## src/rtl/dmem_port_arbiter.sv

```systemverilog
// dmem_port_arbiter: shares one 32-bit synchronous data-memory word port
// between port 0 (CPU LSU) and port 1 (loader/DMA). Each access runs as a
// multi-cycle transaction; loads get lane extraction plus sign/zero
// extension, and sub-word stores are done as read-modify-write.
// Optional feature macro: RR_ARB_EN (round-robin arbitration instead of
// fixed priority with port 0 first).
module dmem_port_arbiter #(
  parameter int ADDR_W = 16
) (
  input  logic              clk,
  input  logic              rst,
  input  logic              req0_i,
  input  logic              we0_i,
  input  logic [ADDR_W-1:0] addr0_i,
  input  logic [31:0]       wdata0_i,
  input  logic [1:0]        size0_i,
  input  logic              uns0_i,
  output logic              ack0_o,
  output logic              err0_o,
  output logic [31:0]       rdata0_o,
  input  logic              req1_i,
  input  logic              we1_i,
  input  logic [ADDR_W-1:0] addr1_i,
  input  logic [31:0]       wdata1_i,
  input  logic [1:0]        size1_i,
  input  logic              uns1_i,
  output logic              ack1_o,
  output logic              err1_o,
  output logic [31:0]       rdata1_o,
  output logic              busy_o,
  output logic              mem_we_o,
  output logic [ADDR_W-3:0] mem_addr_o,
  output logic [31:0]       mem_wdata_o,
  input  logic [31:0]       mem_rdata_i
);

  localparam logic [2:0] S_IDLE  = 3'd0;
  localparam logic [2:0] S_RD    = 3'd1;
  localparam logic [2:0] S_MERGE = 3'd2;
  localparam logic [2:0] S_WR    = 3'd3;
  localparam logic [2:0] S_DONE  = 3'd4;

  // Misaligned half/word or the reserved size code: no memory access is made.
  function automatic logic access_bad(input logic [1:0] size, input logic [1:0] a);
    logic bad;
    case (size)
      2'b00:   bad = 1'b0;
      2'b01:   bad = a[0];
      2'b10:   bad = (a != 2'b00);
      default: bad = 1'b1;
    endcase
    return bad;
  endfunction

  // Pick the addressed byte/half lane out of a word and extend it.
  function automatic logic [31:0] load_extract(input logic [31:0] w, input logic [1:0] a,
                                               input logic [1:0] size, input logic uns);
    logic [7:0]  b;
    logic [15:0] h;
    logic [31:0] r;
    case (a)
      2'b00:   b = w[7:0];
      2'b01:   b = w[15:8];
      2'b10:   b = w[23:16];
      default: b = w[31:24];
    endcase
    h = a[1] ? w[31:16] : w[15:0];
    case (size)
      2'b00:   r = {{24{~uns & b[7]}}, b};
      2'b01:   r = {{16{~uns & h[15]}}, h};
      default: r = w;
    endcase
    return r;
  endfunction

  // Overwrite the addressed lane(s) of the old word with right-aligned store data.
  function automatic logic [31:0] store_merge(input logic [31:0] w, input logic [31:0] d,
                                              input logic [1:0] a, input logic [1:0] size);
    logic [31:0] r;
    r = w;
    case (size)
      2'b00: begin
        case (a)
          2'b00:   r[7:0]   = d[7:0];
          2'b01:   r[15:8]  = d[7:0];
          2'b10:   r[23:16] = d[7:0];
          default: r[31:24] = d[7:0];
        endcase
      end
      2'b01: begin
        if (a[1]) begin
          r[31:16] = d[15:0];
        end else begin
          r[15:0] = d[15:0];
        end
      end
      default: r = d;
    endcase
    return r;
  endfunction

  logic [2:0]        state_q, state_d;
  logic              port_q, port_d;
  logic              we_q, we_d;
  logic [ADDR_W-1:0] addr_q, addr_d;
  logic [31:0]       wdata_q, wdata_d;
  logic [1:0]        size_q, size_d;
  logic              uns_q, uns_d;
  logic              err_q, err_d;
  logic [31:0]       data_q, data_d;
  logic              ack0_q, ack0_d, ack1_q, ack1_d;
  logic              err0_q, err0_d, err1_q, err1_d;
  logic [31:0]       rdata0_q, rdata0_d, rdata1_q, rdata1_d;
  logic              busy_q, busy_d;
  logic              mem_we_q, mem_we_d;
  logic [ADDR_W-3:0] mem_addr_q, mem_addr_d;
  logic [31:0]       mem_wdata_q, mem_wdata_d;

  logic              avail0_s, avail1_s, grant0_s, grant1_s;
  logic              sel_we_s, sel_uns_s;
  logic [ADDR_W-1:0] sel_addr_s;
  logic [31:0]       sel_wdata_s;
  logic [1:0]        sel_size_s;
  logic              sel_bad_s;

  // A port whose ack is still visible is masked so the same request is not served twice.
  assign avail0_s = req0_i & ~ack0_q;
  assign avail1_s = req1_i & ~ack1_q;

`ifdef RR_ARB_EN
  logic last_grant_q, last_grant_d;
  assign grant1_s = avail1_s & (~avail0_s | ~last_grant_q);

  // Remember which port received the most recent grant.
  always_comb begin
    last_grant_d = last_grant_q;
    if ((state_q == S_IDLE) && (grant0_s || grant1_s)) begin
      last_grant_d = grant1_s;
    end else begin
      last_grant_d = last_grant_q;
    end
  end

  // Round-robin history flop; port 1 counts as last so port 0 wins first.
  always_ff @(posedge clk or posedge rst) begin
    if (rst) begin
      last_grant_q <= 1'b1;
    end else begin
      last_grant_q <= last_grant_d;
    end
  end
`else
  assign grant1_s = avail1_s & ~avail0_s;
`endif
  assign grant0_s = avail0_s & ~grant1_s;

  assign sel_we_s    = grant1_s ? we1_i    : we0_i;
  assign sel_addr_s  = grant1_s ? addr1_i  : addr0_i;
  assign sel_wdata_s = grant1_s ? wdata1_i : wdata0_i;
  assign sel_size_s  = grant1_s ? size1_i  : size0_i;
  assign sel_uns_s   = grant1_s ? uns1_i   : uns0_i;
  assign sel_bad_s   = access_bad(sel_size_s, sel_addr_s[1:0]);

  // Transaction sequencer: next state, latched request and next memory-port values.
  always_comb begin
    state_d     = state_q;
    port_d      = port_q;
    we_d        = we_q;
    addr_d      = addr_q;
    wdata_d     = wdata_q;
    size_d      = size_q;
    uns_d       = uns_q;
    err_d       = err_q;
    data_d      = data_q;
    ack0_d      = 1'b0;
    ack1_d      = 1'b0;
    err0_d      = err0_q;
    err1_d      = err1_q;
    rdata0_d    = rdata0_q;
    rdata1_d    = rdata1_q;
    mem_we_d    = 1'b0;
    mem_addr_d  = mem_addr_q;
    mem_wdata_d = mem_wdata_q;
    case (state_q)
      S_IDLE: begin
        if (grant0_s || grant1_s) begin
          port_d  = grant1_s;
          we_d    = sel_we_s;
          addr_d  = sel_addr_s;
          wdata_d = sel_wdata_s;
          size_d  = sel_size_s;
          uns_d   = sel_uns_s;
          err_d   = sel_bad_s;
          if (sel_bad_s) begin
            state_d = S_DONE;
          end else if (sel_we_s && (sel_size_s == 2'b10)) begin
            state_d     = S_WR;
            data_d      = sel_wdata_s;
            mem_we_d    = 1'b1;
            mem_addr_d  = sel_addr_s[ADDR_W-1:2];
            mem_wdata_d = sel_wdata_s;
          end else begin
            state_d    = S_RD;
            mem_addr_d = sel_addr_s[ADDR_W-1:2];
          end
        end else begin
          state_d = S_IDLE;
        end
      end
      S_RD: begin
        state_d = S_MERGE;
      end
      S_MERGE: begin
        if (we_q) begin
          data_d      = store_merge(mem_rdata_i, wdata_q, addr_q[1:0], size_q);
          state_d     = S_WR;
          mem_we_d    = 1'b1;
          mem_wdata_d = store_merge(mem_rdata_i, wdata_q, addr_q[1:0], size_q);
        end else begin
          data_d  = load_extract(mem_rdata_i, addr_q[1:0], size_q, uns_q);
          state_d = S_DONE;
        end
      end
      S_WR: begin
        state_d = S_DONE;
      end
      S_DONE: begin
        state_d = S_IDLE;
        if (port_q) begin
          ack1_d   = 1'b1;
          err1_d   = err_q;
          rdata1_d = (!we_q && !err_q) ? data_q : 32'h0000_0000;
        end else begin
          ack0_d   = 1'b1;
          err0_d   = err_q;
          rdata0_d = (!we_q && !err_q) ? data_q : 32'h0000_0000;
        end
      end
      default: begin
        state_d = S_IDLE;
      end
    endcase
    busy_d = (state_d != S_IDLE);
  end

  // State and output registers; reset aborts any transaction and drops mem_we at once.
  always_ff @(posedge clk or posedge rst) begin
    if (rst) begin
      state_q     <= S_IDLE;
      port_q      <= 1'b0;
      we_q        <= 1'b0;
      addr_q      <= '0;
      wdata_q     <= 32'h0000_0000;
      size_q      <= 2'b00;
      uns_q       <= 1'b0;
      err_q       <= 1'b0;
      data_q      <= 32'h0000_0000;
      ack0_q      <= 1'b0;
      ack1_q      <= 1'b0;
      err0_q      <= 1'b0;
      err1_q      <= 1'b0;
      rdata0_q    <= 32'h0000_0000;
      rdata1_q    <= 32'h0000_0000;
      busy_q      <= 1'b0;
      mem_we_q    <= 1'b0;
      mem_addr_q  <= '0;
      mem_wdata_q <= 32'h0000_0000;
    end else begin
      state_q     <= state_d;
      port_q      <= port_d;
      we_q        <= we_d;
      addr_q      <= addr_d;
      wdata_q     <= wdata_d;
      size_q      <= size_d;
      uns_q       <= uns_d;
      err_q       <= err_d;
      data_q      <= data_d;
      ack0_q      <= ack0_d;
      ack1_q      <= ack1_d;
      err0_q      <= err0_d;
      err1_q      <= err1_d;
      rdata0_q    <= rdata0_d;
      rdata1_q    <= rdata1_d;
      busy_q      <= busy_d;
      mem_we_q    <= mem_we_d;
      mem_addr_q  <= mem_addr_d;
      mem_wdata_q <= mem_wdata_d;
    end
  end

  assign ack0_o      = ack0_q;
  assign err0_o      = err0_q;
  assign rdata0_o    = rdata0_q;
  assign ack1_o      = ack1_q;
  assign err1_o      = err1_q;
  assign rdata1_o    = rdata1_q;
  assign busy_o      = busy_q;
  assign mem_we_o    = mem_we_q;
  assign mem_addr_o  = mem_addr_q;
  assign mem_wdata_o = mem_wdata_q;

endmodule

```

## config.mk

```make
export PLATFORM = sky130hd
export DESIGN_NAME = dmem_port_arbiter
export DESIGN_NICKNAME = d
export VERILOG_FILES = /design/src/rtl/dmem_port_arbiter.sv
export SDC_FILE = /design/constraint.sdc
export NUM_CORES = 1
export LEC_CHECK = 0
export ABC_AREA = 1
export BUFFER_PORTS_ARGS = -buffer_cell sky130_fd_sc_hd__buf_2
export CORE_ASPECT_RATIO = 1.2
export CORE_UTILIZATION = 45
export DETAILED_ROUTE_END_ITERATION = 10
export GPL_TIMING_DRIVEN = 0
export PLACE_DENSITY_LB_ADDON = 0.08
export SETUP_SLACK_MARGIN = 0.02
export SYNTH_ARGS = -nofsm -noshare
export SYNTH_HDL_FRONTEND = slang
export SYNTH_SLANG_ARGS = --single-unit
```

## constraint.sdc

```tcl
create_clock -name clk -period 13.4 [get_ports clk]
set_input_delay 0.67 -clock clk [delete_from_list [all_inputs] [get_ports clk]]
set_output_delay 0.67 -clock clk [all_outputs]
set_load 0.02 [all_outputs]
```

==> metrics.csv, run 1 <==
stage,metric,value,unit
die,Die Wd,138,um
die,Die Height,165,um
sta,final hold violation count,0,
layout,synthesis-to-layout area growth,22.5,%
clocking,clock-pin slew on the worst setup and hold paths,80,ps
die,Core Region,21600,um^2
logic_synthesis,post-synthesis cell type count,38,
detailed_routing,DRT Pass-1 Iters,6,
status,status,"finished, final reports clean",
global_routing,largest net degree at the start of global routing,103,
placement,GPL Wtd Cong,0.988,
die,die area,22700,um^2
clocking,H-tree Lvls,4,
die,FP Rows,59,
clocking,# clock sinks,191,
sta,Slew Limit Fails,0,
layout,antenna diode count,0,
worst_setup_path,crit path launch type,flip-flop,
logic_synthesis,post-synthesis sequential area ratio,48.1,%
logic_synthesis,Yosys top cell area share,48.1,%
power_and_ir_drop,pwr dens,247,nW/um^2
detailed_routing,DRC,0,
sta,setup_tns,0,ps
sta,unrepaired setup endpoints after global routing,no,
layout,Fill cells,2139,
layout,layout net count,1734,
logic_synthesis,Synthesis Warnings,0,
logic_synthesis,Synth area leaders,"dfrtp_1, nand2_1, o21ai_0, nand3_1, a21oi_1",
sta,Final WS setup,11010,ps
power_and_ir_drop,Internal,0.00152,W
sta,Hold WS,329,ps
power_and_ir_drop,sw power,0.00148,W
logic_synthesis,Synth Instances,1319,
worst_setup_path,Worst setup EP type,flip-flop,
power_and_ir_drop,Reg power frac,32.6,%
logic_synthesis,"area leader, netlist",dfrtp_1,
worst_setup_path,Worst Path Max Fanout,10,
job,Max Cap Viol,0,
logic_synthesis,Synth Cell Area,9930,um^2
sta,fin crit share,17.8,%
logic_synthesis,"Avg Cell Area, Syn",7.53,um^2
worst_setup_path,Crit path arrival time,2720,ps
global_routing,first-pass GRT wire length,54400,um
clocking,Max clock buf depth,2,
sta,Final setup viols,0,
placement,setup slack at placement,10830,ps
placement,PortBufs,255,
logic_synthesis,synthesized flop and latch total,191,
power_and_ir_drop,Lkg Pwr,6.42,nW
clocking,CTS Buf Count,17,
clocking,hold_buf cts,0,
detailed_routing,Routed Antenna Nets,0,
power_and_ir_drop,Gate power share,50.2,%
power_and_ir_drop,clock power share,17.1,%
detailed_routing,via count,10200,
detailed_routing,DRT Wirelength,36500,um
die,num ports,256,
die,starting density of the core,45.9,%
hold_path,hold crit path type,in -> async,
sta,Setup Skew,11.4,ps
power_and_ir_drop,switching share of power,49.4,%
placement,DP HPWL,28700,um
clocking,Root Driver,clkbuf_16,
detailed_routing,drt initial violations,712,
clocking,worst skew pair latency,450,ps
sta,max frequency,418,MHz
detailed_routing,vias per inst,5.42,
sta,relative slew slack,39.1,%
power_and_ir_drop,Max IR drop VDD,0.139,mV
worst_setup_path,"Req. time, crit path",13730,ps
clocking,CTS resizes,0,
sta,Slew @ Worst Pin,913,ps
layout,share of cells above drive strength 1,22.3,%
global_routing,vias in the first global route,9455,
logic_synthesis,"Net Count, Synth",1459,
sta,fin crit period,2390,ps
worst_setup_path,Crit Path Class,reg -> reg,
clocking,postcts setup bufs,0,
global_routing,initial antenna violation count,0,
detailed_routing,WL per Instance,19.4,um
clocking,TritonCTS clock tree,built,
global_routing,GRT Util Overall,32.8,%
layout,fin util,56.2,%
global_routing,grt total ovfl,0,
[power groups by stage]
stage	registers (W)	logic [W]	clock network (W)
after floorplan	0.00111	0.000807	0
after global placement	0.000980	0.00148	0
final	0.000979	0.00151	0.000514
after CTS	0.000976	0.00149	0.000519
after detailed placement	0.000984	0.00149	0
after global routing	0.00100	0.00165	0.000544
[registers in the layout, indices dropped and copies added (netlist names)]
name         cells
uns_q            1
we_q             1
size_q           2
busy_o           1
wdata_q         32
addr_q           2
err0_o           1
err_q            1
rdata0_o        32
ack1_o           1
data_q          32
err1_o           1
port_q           1
mem_addr_o      14
mem_we_o         1
rdata1_o        32
mem_wdata_o     32
ack0_o           1
state_q          3
[cell families after synthesis]
group / after synthesis / synth area share (%)
compound gates: 319 / 18.1
flops: 191 / 48.1
buf+inv: 156 / 7.05
simple gates: 653 / 26.7
[synthesized netlist by cell type (all sizes together)]
master,number
nand3,71
a22oi,4
dfrtp,191
clkinv,1
nand4,2
o2111ai,15
o221ai,4
nand3b,1
a21oi,61
o31ai,14
o22ai,1
a21boi,1
or2,3
nor2,61
inv,74
o21ai,182
clkbuf,35
buf,46
nand2,515
o21a,2
o211ai,15
a31oi,20
[metal layers]
metal  part of all wire [%]  GRT usage [%]  vias to the layer above
li1                       -              -                     4902
met1                     42           42.3                     4800
met2                     48           54.0                      404
met3                    5.7           4.33                       81
met4                    4.2           15.8                        0
met5                      0              0                        -
[final cells by class]
type	count	area, um^2	share of cell area (%)
flip-flops and latches	191	4780	39.3
plain buffers	81	415	3.42
repair buffers	256	1300	10.7
clock buffers	18	429	3.53
multi-input cells	972	4450	36.6
clock inverters	14	150	1.23
well taps	274	343	2.82
inverters	75	292	2.40
[stage by stage]
| stage | total power, W | area, um^2 | cells |
|---|---|---|---|
| floorplan | 0.00192 | 9930 | 1319 |
| global placement | 0.00246 | 11500 | 1848 |
| detailed placement | 0.00247 | 11600 | 1849 |
| CTS | 0.00299 | 12200 | 1881 |
| global route | 0.00320 | 12200 | 1881 |
| finish | 0.00300 | 12200 | 1881 |
[worst max-delay path, cell delays in order (launching register included)]
cell	delay, ps
dfrtp_1	410
inv_2	120
nand2_2	180
buf_1	490
a21oi_1	70
o21ai_0	200
nand3_1	120
o21ai_0	250
nand2_1	190
nand3_1	180
nand2_1	70
[worst paths after layout]
path / startpoint / slack [ps] / cells past startpoint / to
setup / recovery: size_q[1] / 11010 / 10 / data_q[29]
hold / removal: rst / 330 / 2 / rdata1_o[25]
setup reg to reg: size_q[1] / 11010 / 10 / data_q[29]
hold reg to reg: rdata1_o[1] / 480 / 2 / rdata1_o[1]
max in group asynchronous: rst / 12120 / 3 / data_q[5]
min in group clk: rdata1_o[1] / 480 / 2 / rdata1_o[1]
[cells in the final DEF, fill, tap and decap left out, types with 4 or more instances in the layout]
master	instances
a21oi_1	61
a22oi_1	4
a31oi_1	20
buf_2	281
buf_4	13
buf_6	4
clkbuf_1	36
clkbuf_16	17
dfrtp_1	191
inv_1	68
inv_2	4
inv_8	6
nand2_1	506
nand2_2	7
nand3_1	66
nor2_1	58
o2111ai_1	15
o211ai_1	15
o21ai_0	158
o21ai_1	23
o221ai_1	4
o31ai_1	12
Power figures use the tool's default switching activity.
==> run 2, diff against run 1 <==
ABC_AREA = 0   (was 1)
clock period = 2.2 ns   (was 13.4 ns; I/O delays follow)
==> run 2 against run 1 <==
  * Synthesized cell count fell by 20%
  * Cell area rose by 5.5%
  * Global-route usage decreased by 0.31 points
  * Via count is 4.6% lower
  * Area after synthesis down 0.92%
  * First-iteration DRC count is 11% higher
  * Critical endpoint is now uns_q
  * Clock skew is 2.8 ps higher
  * Highest routed layer unchanged
  * Sequential share of layout area is 2.0 points lower
  * Power grew to 6.3 times the previous value
  * Largest power group unchanged
  * Hold slack worse by 330 ps
==> metrics.csv, run 2 <==
stage,metric,value,unit,change
status,status,"finished, final reports clean",,
logic_synthesis,Synth Area in XOR/XNOR,0,%,unchanged
sta,Slew Limit Fails,0,,unchanged
placement,setup slack at placement,-602,ps,-11430 ps
clocking,TritonCTS clock tree,built,,
logic_synthesis,largest family of logic cells by synthesized area,compound AO/OA/AOI/OAI gates,,
worst_setup_path,Slowest cell on crit path,dlygate4sd3_1,,
logic_synthesis,Post-synth EDFFs,0,,unchanged
power_and_ir_drop,sw power,0.00892,W,+500%
power_and_ir_drop,Internal,0.0100,W,+560%
worst_setup_path,Crit Path Class,reg -> reg,,
die,Die Wd,137,um,-0.45%
worst_setup_path,beginning of the critical path,ack1_o,,
clocking,Max clock buf depth,2,,unchanged
sta,Final WS setup,70.3,ps,-10940 ps
logic_synthesis,post-synthesis adder-cell area fraction,0,%,unchanged
logic_synthesis,Synth Cell Area,9840,um^2,-0.92%
hold_path,hold crit path type,in -> reg,,
worst_setup_path,crit path launch type,flip-flop,,
die,starting density of the core,46.4,%,+0.52 points
logic_synthesis,synthesized flop and latch total,191,,unchanged
clocking,# clock sinks,191,,unchanged
clocking,worst skew pair latency,450,ps,about the same
logic_synthesis,Synthesis Warnings,0,,unchanged
worst_setup_path,Crit path arrival time,2440,ps,-280 ps
die,die area,22500,um^2,-0.91%
worst_setup_path,crit-path cells,and2b_2 -> nand2_2 -> buf_4 -> mux2i_1 -> dlygate4sd3_1 -> o21ai_0,,
worst_setup_path,Worst Path Max Fanout,10,,unchanged
layout,synthesis-to-layout area growth,30.4,%,
die,Die Height,164,um,-0.46%
layout,layout net count,1520,,-12%
sta,Final setup viols,0,,unchanged
sta,fin crit share,96.8,%,+79 points
detailed_routing,Routed Antenna Nets,0,,unchanged
logic_synthesis,post-synthesis cell type count,60,,+58%
worst_setup_path,critical path depth,6,,-4
logic_synthesis,Synth area leaders,"dfrtp_1, o21ai_0, nand2_1, mux2i_1, a22o_1",,
sta,final hold violation count,0,,unchanged
die,num ports,256,,unchanged
global_routing,vias in the first global route,9438,,-0.18%
power_and_ir_drop,Gate power share,50.4,%,+0.2 points
worst_setup_path,cell family with most CP delay,buffers and inverters,,
detailed_routing,via count,9721,,-4.6%
layout,share of cells above drive strength 1,29.9,%,+7.6 points
logic_synthesis,ys flop type,dfrtp_1,,
placement,DP HPWL,27300,um,-4.6%
clocking,Root Driver,clkbuf_16,,
die,Core Region,21200,um^2,-2.0%
detailed_routing,WL per Instance,21.7,um,+12%
logic_synthesis,simple-gate share of the synthesized area,13.5,%,-13 points
hold_path,worst hold path depth,3,,
hold_path,Worst Min Path Start,wdata0_i[4],,
worst_setup_path,reg2reg path depth,6,,-4
power_and_ir_drop,Reg power frac,32.8,%,+0.2 points
layout,antenna diode count,0,,unchanged
layout,most frequent cells in the layout,"buf_2, nand2_1, dfrtp_1",,
placement,PortBufs,255,,unchanged
global_routing,largest net degree at the start of global routing,42,,-59%
worst_setup_path,Worst setup EP type,flip-flop,,
logic_synthesis,ys async rst share,100,%,unchanged
worst_setup_path,"Req. time, crit path",2510,ps,-11220 ps
logic_synthesis,mux cell area share after synthesis,9.68,%,+9.7 points
worst_setup_path,CP peak stage delay,590,ps,+100 ps
logic_synthesis,"area leader, netlist",dfrtp_1,,
power_and_ir_drop,clock power share,16.8,%,-0.3 points
sta,max frequency,470,MHz,+12%
placement,GPL Wtd Cong,0.970,,-1.9%
global_routing,initial antenna violation count,0,,unchanged
detailed_routing,vias per inst,5.85,,+7.9%
power_and_ir_drop,Lkg Pwr,6.05,nW,-5.9%
logic_synthesis,"Net Count, Synth",1195,,-18%
clocking,CTS Buf Count,17,,unchanged
logic_synthesis,most common cell in the netlist,nand2_1,,
worst_setup_path,Critical R2R Launch,ack1_o,,
logic_synthesis,Synth top cells by count,"nand2_1, dfrtp_1, o21ai_0",,
detailed_routing,DRT Wirelength,36100,um,-1.1%
clocking,H-tree Lvls,4,,unchanged
detailed_routing,DRT Pass-1 Iters,8,,+2
power_and_ir_drop,Pwr Total,0.0190,W,+530%
job,Max Cap Viol,0,,unchanged
logic_synthesis,post-synthesis sequential area ratio,48.6,%,+0.45 points
sta,unrepaired setup endpoints after global routing,yes,,
detailed_routing,drt initial violations,787,,+11%
logic_synthesis,complex-gate fraction of the synthesized area,24.4,%,+6.3 points
logic_synthesis,Synth Instances,1055,,-20%
power_and_ir_drop,Max IR drop VDD,0.690,mV,+400%
die,FP Rows,58,,-1.7%
sta,fin crit period,2130,ps,-260 ps
global_routing,grt total ovfl,0,,unchanged
sta,Setup Skew,14.1,ps,+2.77 ps
layout,"most common cell after layout, fill and taps aside",buf_2,,
logic_synthesis,Yosys top cell area share,48.6,%,+0.45 points
detailed_routing,DRC,0,,unchanged
global_routing,GRT Util Overall,32.5,%,-0.31 points
power_and_ir_drop,pwr dens,1480,nW/um^2,+500%
sta,relative slew slack,53.5,%,+14 points
logic_synthesis,"Avg Cell Area, Syn",9.32,um^2,+24%
worst_setup_path,WP buf/inv,2,,unchanged
global_routing,first-pass GRT wire length,53800,um,-0.97%
clocking,clock-pin slew on the worst setup and hold paths,70,ps,about the same
power_and_ir_drop,switching share of power,47.0,%,-2.3 points
sta,Slew @ Worst Pin,698,ps,-215 ps
-- run 2: cell types whose count changed after synthesis, sizes merged, moves of 31 or more --
cell / delta
nand3: -51
nand2: -305
nor2: -31
a22o: +39
mux2i: +58
inv: -66
mux2: +31
-- run 2: power by group through the flow --
stage | Combinational, W | Clock [W] | Sequential (W)
2_1_floorplan | 0.00492 | 0 | 0.00693
6_report | 0.00957 | 0.00318 | 0.00622
5_1_grt | 0.0104 | 0.00333 | 0.00637
4_1_cts | 0.00934 | 0.00321 | 0.00615
3_5_place_dp | 0.00907 | 0 | 0.00617
3_3_place_gp | 0.00896 | 0 | 0.00615
-- run 2: worst register-to-register path, stage by stage, from the launching register on --
cell	delay [ps]
dfrtp_1	370
and2b_2	290
nand2_2	190
buf_4	250
mux2i_1	230
dlygate4sd3_1	590
o21ai_0	80
-- run 2: area by class of cell --
type | count | area [um^2]
fill | 1887 | 8370
multi-input combinational | 773 | 4840
sequential | 191 | 4780
timing repair buffer | 308 | 1830
clock buffer | 18 | 429
buffer | 80 | 388
tap | 270 | 338
clock inverter | 14 | 164
inverter | 9 | 51.3
-- run 2: per-stage QoR --
stage	hold WS (ps)	util (%)	cell area, um^2	TNS (ps)	std cells
2_1_floorplan	258	-	9840	-71140	1055
3_3_place_gp	365	54.1	11500	-336710	1580
3_5_place_dp	126	54.5	11600	-28000	1585
4_1_cts	0.107	59.8	12700	0	1659
5_1_grt	37.0	60.5	12800	-1.07	1663
6_report	1.90	60.5	12800	0	1663
-- run 2: path summary, 6_finish.rpt --
kind | end | slack [ps]
max | uns_q | 70
min | wdata_q[4] | 2
max reg2reg | uns_q | 70
min reg2reg | rdata1_o[16] | 480
max in group asynchronous | mem_wdata_o[21] | 1000
min in group asynchronous | mem_addr_o[7] | 200
-- run 2: per-layer routing --
layer	wire (um)	track usage, %
met1	14700	40.9
met2	17200	53.9
met3	2510	5.43
met4	1740	15.7
met5	0	0
-- run 2: cells by family (layout without fill, tap and decap cells) --
group | count (synthesis) | in the layout
AO/OA/AOI/OAI | 382 | 382
AND/OR/NAND/NOR | 301 | 301
multiplexers | 90 | 90
flip-flops | 191 | 191
buffers and inverters | 91 | 429
-- run 2: repair_timing --
item,in CTS,in global routing
cloned,0,0
endpoints found under the setup margin,108,126
buffers inserted,5,5
pin swaps,4,3
hold buffers,38,0
resized for setup,36,64
endpoints found under the hold margin,61,0
==> run 3, diff against run 2 <==
GPL_TIMING_DRIVEN = 1   (was 0)
==> run 3 against run 2 <==
  * First-iteration DRC count up 0.76%
  * Cell area shrank 1.2%
  * Highest routed layer unchanged
  * Hold slack better by 13 ps
  * Wire length fell by 8.8%
  * Sequential cell count did not move
==> metrics.csv, run 3 (synthesis gave the netlist of run 2 again) <==
stage,metric,value,unit,change
detailed_routing,DRT Wirelength,32900,um,-8.8%
die,Die Wd,137,um,unchanged
layout,antenna diode count,0,,unchanged
die,num ports,256,,unchanged
clocking,clock-pin slew on the worst setup and hold paths,80,ps,about the same
worst_setup_path,Crit path arrival time,2410,ps,-30 ps
worst_setup_path,crit-path cells,or4_1 -> o32a_1 -> nand2_1 -> o311ai_1 -> buf_4 -> o2bb2ai_1,,
placement,setup slack at placement,148,ps,+750 ps
layout,FF/Latch Area,4780,um^2,about the same
clocking,Root Driver,clkbuf_16,,
detailed_routing,Routed Antenna Nets,0,,unchanged
sta,unrepaired setup endpoints after global routing,no,,
layout,footprint of the multi-input gates,4710,um^2,-2.7%
sta,Final WS setup,150,ps,+79.8 ps
power_and_ir_drop,Pwr Total,0.0186,W,-1.8%
global_routing,largest net degree at the start of global routing,81,,+93%
sta,max frequency,488,MHz,+3.9%
die,Core Region,21200,um^2,unchanged
global_routing,vias in the first global route,9045,,-4.2%
sta,relative slew slack,50.5,%,-2.9 points
sta,Hold WS,14.8,ps,+12.9 ps
worst_setup_path,cell family with most CP delay,simple AND/OR/NAND/NOR gates,,
hold_path,hold crit path type,in -> reg,,
detailed_routing,vias per inst,5.76,,-1.5%
worst_setup_path,beginning of the critical path,size_q[0],,
die,die area,22500,um^2,unchanged
placement,GPL Wtd Cong,0.943,,-2.8%
layout,most frequent cells in the layout,"buf_2, nand2_1, dfrtp_1",,
die,Die Height,164,um,unchanged
worst_setup_path,Worst Path Max Fanout,9,,-1
placement,post-place instance area,11800,um^2,+1.8%
hold_path,Worst Min Path Start,wdata0_i[1],,
global_routing,initial antenna violation count,0,,unchanged
global_routing,grt total ovfl,0,,unchanged
placement,DP HPWL,24400,um,-11%
layout,fin area,12700,um^2,-1.2%
clocking,H-tree Lvls,4,,unchanged
clocking,CTS Buf Count,17,,unchanged
power_and_ir_drop,pwr dens,1470,nW/um^2,-0.59%
worst_setup_path,Critical R2R Launch,size_q[0],,
sta,Slew Limit Fails,0,,unchanged
layout,share of cells above drive strength 1,28.9,%,-0.96 points
layout,synthesis-to-layout area growth,28.9,%,
clocking,TritonCTS clock tree,built,,
clocking,# clock sinks,191,,unchanged
worst_setup_path,crit path launch type,flip-flop,,
worst_setup_path,Slowest cell on crit path,or4_1,,
die,FP Rows,58,,unchanged
sta,Slew @ Worst Pin,742,ps,+44.1 ps
sta,final hold violation count,0,,unchanged
die,starting density of the core,46.4,%,unchanged
sta,Final setup viols,0,,unchanged
placement,PortBufs,255,,unchanged
sta,Setup Skew,11.8,ps,-2.35 ps
worst_setup_path,"Req. time, crit path",2560,ps,+50 ps
worst_setup_path,Worst setup EP type,flip-flop,,
detailed_routing,via count,9360,,-3.7%
layout,fin util,59.8,%,-0.71 points
power_and_ir_drop,Max IR drop VDD,0.689,mV,-0.15%
job,Max Cap Viol,0,,unchanged
detailed_routing,DRT Pass-1 Iters,5,,-3
sta,fin crit period,2050,ps,-79.8 ps
sta,fin crit share,93.2,%,-3.6 points
global_routing,first-pass GRT wire length,50600,um,-6.0%
status,status,"finished, final reports clean",,
worst_setup_path,Crit Path Class,reg -> reg,,
power_and_ir_drop,Lkg Pwr,6.04,nW,-0.19%
worst_setup_path,CP peak stage delay,560,ps,-30 ps
global_routing,GRT Util Overall,30.1,%,-2.4 points
clocking,Max clock buf depth,2,,unchanged
detailed_routing,DRC,0,,unchanged
detailed_routing,WL per Instance,20.3,um,-6.7%
detailed_routing,drt initial violations,793,,+0.76%
clocking,worst skew pair latency,430,ps,-20 ps
worst_setup_path,WP buf/inv,1,,-1
layout,"most common cell after layout, fill and taps aside",buf_2,,
layout,layout net count,1483,,-2.4%
layout,Fill cells,1921,,+1.8%
==> run 3: final timing paths <==
kind,end,slack (ps),cells after the start
min,wdata_q[1],10,3
min reg2reg,rdata1_o[25],480,2
max,data_q[18],150,6
max in group asynchronous,mem_wdata_o[26],1130,4
max reg2reg,data_q[18],150,6
min in group asynchronous,rdata1_o[6],400,4
==> run 3: power breakdown <==
group	total, W	switching, W	internal [W]	leakage [nW]
Combinational	0.00936	0.00583	0.00352	3.35
Clock	0.00306	0.00143	0.00163	0.279
Sequential	0.00621	0.00113	0.00507	2.41
==> run 3: routing by layer <==
| metal | wire (um) | GRT usage, % | vias up |
|---|---|---|---|
| met1 | 14300 | 39.5 | 4471 |
| met3 | 1870 | 4.97 | 64 |
| met4 | 1220 | 12.3 | 0 |
| met5 | 0 | 0 | - |
| met2 | 15600 | 49.1 | 405 |
| li1 | - | - | 4420 |
==> run 3: cell type report <==
type                    count  share of cell area [%]
clock buffers              20                    3.52
multi-input cells         773                    37.2
well taps                 270                    2.67
clock inverters            12                   0.997
flip-flops and latches    191                    37.7
inverters                   9                   0.336
repair buffers            351                    17.6
==> run 3: worst min-delay path, delay by kind of cell <==
kind	cells	cell delay [ps]
multiplexers	1	80
buffers and inverters	1	80
AO/OA/AOI/OAI	1	140
==> run 3: what timing repair did <==
action	CTS	global route
setup buffers	0	0
hold buffers	34	0
gates resized for setup	0	1
hold endpoints to repair	152	0
endpoints found under the setup margin	0	1
==> run 3: per-stage QoR <==
step                      cells  TNS [ps]
final                      1626         0
after global routing       1626         0
after global placement     1560         0
after CTS                  1626         0
after floorplan            1055    -71140
after detailed placement   1560         0
